## config.mk

```make
export PLATFORM = sky130hd
export DESIGN_NAME = alu_share_arbiter_flat
export DESIGN_NICKNAME = d
export VERILOG_FILES = /design/src/rtl/alu_arb_pkg.sv /design/src/rtl/alu_share_arbiter_if.sv /design/src/rtl/rr_arbiter.sv /design/src/rtl/alu_share_arbiter.sv /design/src/flat_wrapper.sv
export SDC_FILE = /design/constraint.sdc
export NUM_CORES = 1
export LEC_CHECK = 0
export CAP_MARGIN = 0
export CORE_AREA = 2 2 161 163
export CTS_CLUSTER_SIZE = 12
export DETAILED_ROUTE_END_ITERATION = 16
export DIE_AREA = 0 0 163 165
export PLACE_DENSITY_LB_ADDON = 0.08
export SLEW_MARGIN = 40
export SYNTH_ARGS = -nofsm -noshare
export SYNTH_HDL_FRONTEND = slang
export SYNTH_HIERARCHICAL = 1
export SYNTH_SLANG_ARGS = --single-unit
```

## constraint.sdc

```tcl
create_clock -name clk -period 7.4 [get_ports clk]
set_input_delay 1.48 -clock clk [delete_from_list [all_inputs] [get_ports clk]]
set_output_delay 1.48 -clock clk [all_outputs]
set_load 0.02 [all_outputs]
```

## src/rtl/alu_arb_pkg.sv

```systemverilog
// -----------------------------------------------------------------------------
// alu_arb_pkg
// Shared types for the ALU-sharing arbiter.
//   state_t  : arbiter FSM state (IDLE -> WAIT -> RESP -> IDLE).
//   alu_op_t : 2-bit ALU opcode; carried through the arbiter untouched.
//   OP_*     : opcode encodings understood by the ALU (the arbiter ignores them).
// -----------------------------------------------------------------------------
package alu_arb_pkg;

    typedef enum logic [1:0] {
        IDLE = 2'd0,
        WAIT = 2'd1,
        RESP = 2'd2
    } state_t;

    typedef logic [1:0] alu_op_t;

    localparam alu_op_t OP_ADD = 2'd0;
    localparam alu_op_t OP_SUB = 2'd1;
    localparam alu_op_t OP_AND = 2'd2;
    localparam alu_op_t OP_OR  = 2'd3;

endpackage

```

## src/rtl/alu_share_arbiter_if.sv

```systemverilog
// -----------------------------------------------------------------------------
// alu_share_arbiter_if
// Bundles the request channels, the response channel and the ALU-side bus of
// the ALU-sharing arbiter.
//   req_valid/req_ready : per-requester handshake (NREQ bits each)
//   req_a/req_b         : packed operands, requester i at [i*WIDTH +: WIDTH]
//   req_op              : packed opcodes, requester i at [i*2 +: 2]
//   rsp_valid/rsp_ready : response handshake
//   rsp_id/rsp_data     : owning requester index and ALU result
//   alu_a/alu_b/alu_s   : operands/opcode driven to the shared ALU
//   alu_out             : registered ALU result
// Modports:
//   slave  : the arbiter's view
//   master : the environment's view (requesters, response sink and ALU)
// -----------------------------------------------------------------------------
interface alu_share_arbiter_if
    import alu_arb_pkg::*;
#(
    parameter int NREQ  = 4,
    parameter int WIDTH = 32
);
    localparam int IDW = $clog2(NREQ);

    logic [NREQ-1:0]       req_valid;
    logic [NREQ-1:0]       req_ready;
    logic [NREQ*WIDTH-1:0] req_a;
    logic [NREQ*WIDTH-1:0] req_b;
    logic [NREQ*2-1:0]     req_op;
    logic                  rsp_valid;
    logic                  rsp_ready;
    logic [IDW-1:0]        rsp_id;
    logic [WIDTH-1:0]      rsp_data;
    logic [WIDTH-1:0]      alu_a;
    logic [WIDTH-1:0]      alu_b;
    alu_op_t               alu_s;
    logic [WIDTH-1:0]      alu_out;

    modport slave (
        input  req_valid, req_a, req_b, req_op, rsp_ready, alu_out,
        output req_ready, rsp_valid, rsp_id, rsp_data, alu_a, alu_b, alu_s
    );

    modport master (
        output req_valid, req_a, req_b, req_op, rsp_ready, alu_out,
        input  req_ready, rsp_valid, rsp_id, rsp_data, alu_a, alu_b, alu_s
    );

endinterface

```

## src/rtl/rr_arbiter.sv

```systemverilog
// -----------------------------------------------------------------------------
// rr_arbiter
// Combinational rotate-priority pick: the first set bit of req found scanning
// upward from ptr, wrapping at NREQ.
//   req       in  NREQ  request vector
//   ptr       in  IDW   index with highest priority this cycle
//   grant     out NREQ  one-hot grant (all zero when nothing requests)
//   grant_idx out IDW   index of the granted bit (0 when none)
//   grant_any out 1     at least one request present
// -----------------------------------------------------------------------------
module rr_arbiter
    import alu_arb_pkg::*;
#(
    parameter int NREQ = 4,
    parameter int IDW  = $clog2(NREQ)
) (
    input  logic [NREQ-1:0] req,
    input  logic [IDW-1:0]  ptr,
    output logic [NREQ-1:0] grant,
    output logic [IDW-1:0]  grant_idx,
    output logic            grant_any
);

    always_comb begin
        int unsigned pos;
        logic [IDW-1:0] idx;
        grant     = '0;
        grant_idx = '0;
        grant_any = 1'b0;
        pos       = 0;
        idx       = '0;
        for (int k = 0; k < NREQ; k++) begin
            // NREQ need not be a power of two, so wrap with modulo instead of
            // relying on index overflow.
            pos = (int'(ptr) + k) % NREQ;
            idx = IDW'(pos);
            if (!grant_any && req[idx]) begin
                grant_any  = 1'b1;
                grant[idx] = 1'b1;
                grant_idx  = idx;
            end
        end
    end

endmodule

```

## src/rtl/alu_share_arbiter.sv

```systemverilog
// -----------------------------------------------------------------------------
// alu_share_arbiter
// Shares one registered ALU among NREQ requesters. One operation is in flight
// at a time: a round-robin winner is accepted in IDLE, its operands are
// registered onto the ALU bus, the ALU latency is waited out in WAIT, and the
// result is presented with the winner's index in RESP until accepted.
//
// Handshake rule (both channels): a transfer happens on a rising clk edge
// where valid and ready are both 1. A sender keeps valid and payload stable
// until that edge; req_ready never depends on anything other than req_valid,
// the FSM state, the rr pointer and reset. Dropping req_valid before the
// grant is legal.
//
// Ports:
//   clk       in   clock, rising edge
//   reset     in   synchronous, active-high; reset wins over a handshake
//   bus       slave modport of alu_share_arbiter_if (requests, response, ALU)
//   dbg_state out  current FSM state
// -----------------------------------------------------------------------------
module alu_share_arbiter
    import alu_arb_pkg::*;
#(
    parameter int NREQ    = 4,
    parameter int WIDTH   = 32,
    parameter int ALU_LAT = 1
) (
    input  logic                  clk,
    input  logic                  reset,
    alu_share_arbiter_if.slave    bus,
    output state_t                dbg_state
);

    localparam int IDW   = $clog2(NREQ);
    localparam int CNT_W = (ALU_LAT < 1) ? 1 : $clog2(ALU_LAT + 1);

    state_t           state_q,     state_d;
    logic [IDW-1:0]   ptr_q,       ptr_d;
    logic [CNT_W-1:0] cnt_q,       cnt_d;
    logic [WIDTH-1:0] alu_a_q,     alu_a_d;
    logic [WIDTH-1:0] alu_b_q,     alu_b_d;
    alu_op_t          alu_s_q,     alu_s_d;
    logic [IDW-1:0]   rsp_id_q,    rsp_id_d;
    logic [WIDTH-1:0] rsp_data_q,  rsp_data_d;
    logic             rsp_valid_q, rsp_valid_d;

    logic [NREQ-1:0]  grant;
    logic [IDW-1:0]   grant_idx;
    logic             grant_any;
    logic [NREQ-1:0]  req_ready_c;

    rr_arbiter #(
        .NREQ (NREQ),
        .IDW  (IDW)
    ) u_rr (
        .req       (bus.req_valid),
        .ptr       (ptr_q),
        .grant     (grant),
        .grant_idx (grant_idx),
        .grant_any (grant_any)
    );

    always_ff @(posedge clk) begin
        if (reset) begin
            state_q     <= IDLE;
            ptr_q       <= '0;
            cnt_q       <= '0;
            alu_a_q     <= '0;
            alu_b_q     <= '0;
            alu_s_q     <= '0;
            rsp_id_q    <= '0;
            rsp_data_q  <= '0;
            rsp_valid_q <= 1'b0;
        end else begin
            state_q     <= state_d;
            ptr_q       <= ptr_d;
            cnt_q       <= cnt_d;
            alu_a_q     <= alu_a_d;
            alu_b_q     <= alu_b_d;
            alu_s_q     <= alu_s_d;
            rsp_id_q    <= rsp_id_d;
            rsp_data_q  <= rsp_data_d;
            rsp_valid_q <= rsp_valid_d;
        end
    end

    always_comb begin
        state_d     = state_q;
        ptr_d       = ptr_q;
        cnt_d       = cnt_q;
        alu_a_d     = alu_a_q;
        alu_b_d     = alu_b_q;
        alu_s_d     = alu_s_q;
        rsp_id_d    = rsp_id_q;
        rsp_data_d  = rsp_data_q;
        rsp_valid_d = rsp_valid_q;
        req_ready_c = '0;

        case (state_q)
            IDLE: begin
                if (grant_any) begin
                    req_ready_c = grant;
                    alu_a_d     = bus.req_a[int'(grant_idx)*WIDTH +: WIDTH];
                    alu_b_d     = bus.req_b[int'(grant_idx)*WIDTH +: WIDTH];
                    alu_s_d     = bus.req_op[int'(grant_idx)*2 +: 2];
                    rsp_id_d    = grant_idx;
                    ptr_d       = (grant_idx == IDW'(NREQ - 1)) ? '0 : grant_idx + 1'b1;
                    // Counting ALU_LAT down to 0 gives ALU_LAT+1 WAIT cycles:
                    // one for the operand register, ALU_LAT for the ALU.
                    cnt_d       = CNT_W'(ALU_LAT);
                    state_d     = WAIT;
                end
            end
            WAIT: begin
                if (cnt_q == '0) begin
                    rsp_data_d  = bus.alu_out;
                    rsp_valid_d = 1'b1;
                    state_d     = RESP;
                end else begin
                    cnt_d = cnt_q - 1'b1;
                end
            end
            RESP: begin
                if (bus.rsp_ready) begin
                    rsp_valid_d = 1'b0;
                    state_d     = IDLE;
                end
            end
            default: begin
                state_d = IDLE;
            end
        endcase
    end

    // Masking with reset keeps a requester from seeing a completed handshake
    // in a cycle whose edge will be swallowed by reset.
    assign bus.req_ready = reset ? '0 : req_ready_c;
    assign bus.alu_a     = alu_a_q;
    assign bus.alu_b     = alu_b_q;
    assign bus.alu_s     = alu_s_q;
    assign bus.rsp_id    = rsp_id_q;
    assign bus.rsp_data  = rsp_data_q;
    assign bus.rsp_valid = rsp_valid_q;
    assign dbg_state     = state_q;

endmodule
```

## src/flat_wrapper.sv

```systemverilog
// flat-port wrapper written by rule: the top's interface ports become plain ports
module alu_share_arbiter_flat import alu_arb_pkg::*;
#(
    parameter int NREQ    = 4,
    parameter int WIDTH   = 32,
    parameter int ALU_LAT = 1
)
  (clk, reset, dbg_state, bus_req_valid, bus_req_a, bus_req_b, bus_req_op, bus_rsp_ready, bus_alu_out, bus_req_ready, bus_rsp_valid, bus_rsp_id, bus_rsp_data, bus_alu_a, bus_alu_b, bus_alu_s);
  alu_share_arbiter_if #(.NREQ(NREQ), .WIDTH(WIDTH)) bus_i ();
  input  logic clk;
  input  logic reset;
  output state_t dbg_state;
  input wire logic [$bits(bus_i.req_valid)-1:0] bus_req_valid;
  input wire logic [$bits(bus_i.req_a)-1:0] bus_req_a;
  input wire logic [$bits(bus_i.req_b)-1:0] bus_req_b;
  input wire logic [$bits(bus_i.req_op)-1:0] bus_req_op;
  input wire logic [$bits(bus_i.rsp_ready)-1:0] bus_rsp_ready;
  input wire logic [$bits(bus_i.alu_out)-1:0] bus_alu_out;
  output wire logic [$bits(bus_i.req_ready)-1:0] bus_req_ready;
  output wire logic [$bits(bus_i.rsp_valid)-1:0] bus_rsp_valid;
  output wire logic [$bits(bus_i.rsp_id)-1:0] bus_rsp_id;
  output wire logic [$bits(bus_i.rsp_data)-1:0] bus_rsp_data;
  output wire logic [$bits(bus_i.alu_a)-1:0] bus_alu_a;
  output wire logic [$bits(bus_i.alu_b)-1:0] bus_alu_b;
  output wire logic [$bits(bus_i.alu_s)-1:0] bus_alu_s;
  assign bus_i.req_valid = bus_req_valid;
  assign bus_i.req_a = bus_req_a;
  assign bus_i.req_b = bus_req_b;
  assign bus_i.req_op = bus_req_op;
  assign bus_i.rsp_ready = bus_rsp_ready;
  assign bus_i.alu_out = bus_alu_out;
  assign bus_req_ready = bus_i.req_ready;
  assign bus_rsp_valid = bus_i.rsp_valid;
  assign bus_rsp_id = bus_i.rsp_id;
  assign bus_rsp_data = bus_i.rsp_data;
  assign bus_alu_a = bus_i.alu_a;
  assign bus_alu_b = bus_i.alu_b;
  assign bus_alu_s = bus_i.alu_s;
  alu_share_arbiter #(.NREQ(NREQ), .WIDTH(WIDTH), .ALU_LAT(ALU_LAT)) u_core (.clk(clk), .reset(reset), .bus(bus_i), .dbg_state(dbg_state));
endmodule
```

==> metrics.md <==
| Metric | Value |
|---|---|
| WP buf/inv | `2` |
| Grt ovf | `0` |
| Largest net degree at the start of global routing | `67` |
| Finished Cell Area | `10,200 sq um` |
| WHS | `0.454 ns` |
| Cell Chain, Critical Path | `clkdlybuf4s50_1, mux4_2, nor3_1, nand2b_1, nor3b_4, nor2b_4, and2_1, clkdlybuf4s50_1` |
| Post-cts resize count | `0` |
| Synth cell types | `35` |
| Worst Setup Slack, final | `1.71 ns` |
| Synth Area in Adders | `1.36%` |
| GRT Resource Usage Total | `16.9%` |
| RSZ-0062 raised after global routing | `false` |
| Max Slew Vio Count | `0` |
| # hold bufs at CTS | `0` |
| Top cells by count, synth | `106 x dfxtp_1, 66 x a22o_1, 65 x nand2_1` |
| Seq/Total Area, Yosys | `38.4%` |
| CTS tree | `done` |
| Worst slack at placement | `1.68 ns` |
| Total number of vias | `5,469` |
| Critical Path Fanout Max | `13` |
| Worst path max stage delay | `0.61 ns` |
| Wl on met1 | `9.23 mm` |
| Cells after synthesis | `454` |
| Fmax | `176 MHz` |
| Delay-heaviest family, CP | `buffers and inverters` |
| Core Region | `25,000 sq um` |
| Initial antenna violation count | `3` |
| Worst skew pair latency | `0.35 ns` |
| Leakage power | `0.00365 uW` |
| Die area | `26,900 sq um` |
| Synth Area in Simple Gates | `7.54%` |
| Most frequent cell after synthesis | `dfxtp_1` |
| Final min period | `5.69 ns` |
| Post-Syn Area | `5530 sq um` |
| Power Total | `3410 uW` |
| H-tree Lvls | `3` |
| Critical path endpoint category | `output port` |
| Hpwl dp | `18.9 mm` |
| Arrival time at the worst endpoint | `4.21 ns` |
| Crit path required time | `5.92 ns` |
| Vias in the first global route | `5,624` |
| Crit path top cell by count | `clkdlybuf4s50_1` |
| CTS Buf Count | `9` |
| Synth area leaders | `dfxtp_1 38%, mux4_2 26%, a22o_1 10%` |
| Max-cap violations | `0` |
| Top Metal Used | `met5` |
| Diodes inserted | `0` |
| Die Width | `163 um` |
| Clock skew | `0.0107 ns` |
| Post-DP Area | `9860 sq um` |
| Setup TNS | `0 ns` |
| VDD IR max | `0.000182 V` |
| Tcrit/Tclk final | `76.9%` |
| Post-synth EDFFs | `0` |
| Clock root cell | `clkbuf_16` |
| Post-CTS Setup Bufs | `0` |
| Slew @ Worst Pin | `0.833 ns` |
| Synthesized Nets | `763` |
| Synth Area in Compound Gates | `16.2%` |
| Power density cells | `336 nW/um^2` |
| Avg Synthesized Cell Area | `12.2 sq um` |
| Slew headroom | `44.5%` |
| Met3 Wirelength | `1.84 mm` |
| Ys Warns | `6` |
| Row count | `58` |
| Met2 WL | `12.8 mm` |
| Wire length per cell | `20.7 um` |
| Via/cell ratio | `4.67` |
| Post-route DRC | `0` |
| Type of the most critical hold path | `flop to flop` |
| Final setup fails | `0` |
| Routed Wire Length | `24.3 mm` |
| GPL Wtd Cong | `0.811` |
| Antenna Nets Post-Route | `0` |
| Largest family of logic cells by synthesized area | `multiplexers` |
| Clock Path Buffers | `2` |
| FFs w/ async S/R, synth | `0%` |
| IO Pins | `410` |
| Global-route wire length before repair | `34.0 mm` |
| Initial DRC Count | `241` |
| Synth Register Bits | `106` |
| Dominant cell type by area after synthesis | `dfxtp_1` |
| First-pass DRT Iterations | `6` |
| Multiplexer area fraction after synthesis | `30.5%` |
| Status | `finished clean` |
| Sink Count | `106` |
| NumNets Final | `1,146` |
| Fill cell count | `2,406` |
| Crit path kind | `primary input to output port` |
| Critical Path Slowest Stage Cell | `clkdlybuf4s50_1` |
| Buffers on Ports | `409` |
| Leading register cell type out of synthesis | `dfxtp_1` |
| Top cell type's share of synthesized area | `38.4%` |
| Initial Util | `22.1%` |
| DIE HEIGHT | `165 um` |
| CP Launch Type | `primary input` |
| Area Overhead vs Synth | `83.8%` |
| XOR/XNOR share of the synthesized area | `0%` |
| Reg clk slew, reported paths | `0.07 ns` |
| Layout cells sized above 1 | `11.5%` |
| Fin. Hold Viols | `0` |
[cell type report]
| cell class | count | area [sq um] | area share (%) |
|---|---|---|---|
| timing repair buffer | 418 | 4190 | 41.3 |
| multi-input combinational | 296 | 3120 | 30.7 |
| sequential | 106 | 2120 | 20.9 |
| tap | 330 | 413 | 4.06 |
| clock buffer | 11 | 233 | 2.29 |
| clock inverter | 5 | 63.8 | 0.628 |
| inverter | 6 | 22.5 | 0.222 |
[worst min-delay path: stages, from the launching register on]
cell and delay [ns]:
dfxtp_1 0.31, nand2_1 0.05, a21oi_1 0.05
[layer usage]
| layer | global-route usage, % | up-vias |
|---|---|---|
| met5 | 0 | - |
| met4 | 4.71 | 4 |
| met3 | 4.55 | 31 |
| met2 | 31.3 | 251 |
| met1 | 19.0 | 2656 |
| li1 | - | 2527 |
[worst paths after layout]
check                                from                       to  slack (ns)  cells after the start
setup / recovery         bus_req_valid[2]         bus_req_ready[0]        1.71                      8
hold / removal    u_core/bus.rsp_data[18]  u_core/bus.rsp_data[18]        0.45                      2
setup reg to reg          u_core/ptr_q[0]     u_core/bus.alu_b[21]        3.50                      9
hold reg to reg   u_core/bus.rsp_data[18]  u_core/bus.rsp_data[18]        0.45                      2
[metrics by stage]
stage               util [%]  std cells
finish                  40.6       1172
global route            40.6       1172
global placement        39.2       1152
detailed placement      39.4       1156
CTS                     40.6       1172
floorplan                  -        454
[kinds of logic after synthesis]
kind of cell,Yosys count
adder cells (fa/ha/maj),6
AND/OR/NAND/NOR,90
multiplexers,78
AO/OA/AOI/OAI,122
flip-flops,106
buffers and inverters,52
[power by group]
group          internal [uW]  switching [uW]
registers                734             103
logic                   1100             977
clock network            266             226
[registers in the layout, indices dropped and copies added (netlist names)]
| signal | cells |
|---|---|
| u_core/bus.rsp_valid | 1 |
| u_core/dbg_state | 2 |
| u_core/bus.rsp_id | 2 |
| u_core/cnt_q | 1 |
| u_core/ptr_q | 2 |
| u_core/bus.alu_s | 2 |
| u_core/bus.rsp_data | 32 |
| u_core/bus.alu_b | 32 |
| u_core/bus.alu_a | 32 |
[placed cells by master, fill, tap and decap left out, types with 2 or more instances in the layout]
master and count:
mux2_2 2, a22o_1 66, buf_12 2, buf_4 5, clkbuf_16 9, nor2_1 9, mux4_1 7, nor3b_4 2
nand2_1 65, buf_6 2, dfxtp_1 106, ha_1 6, nor3_1 2, a21oi_1 36, clkinv_4 2, clkdlybuf4s50_1 409
and2_1 4, inv_1 6, clkbuf_1 2, a22oi_1 8, o21ai_0 7, mux2i_1 6, mux4_2 63
(Power assumes the default switching activity.)
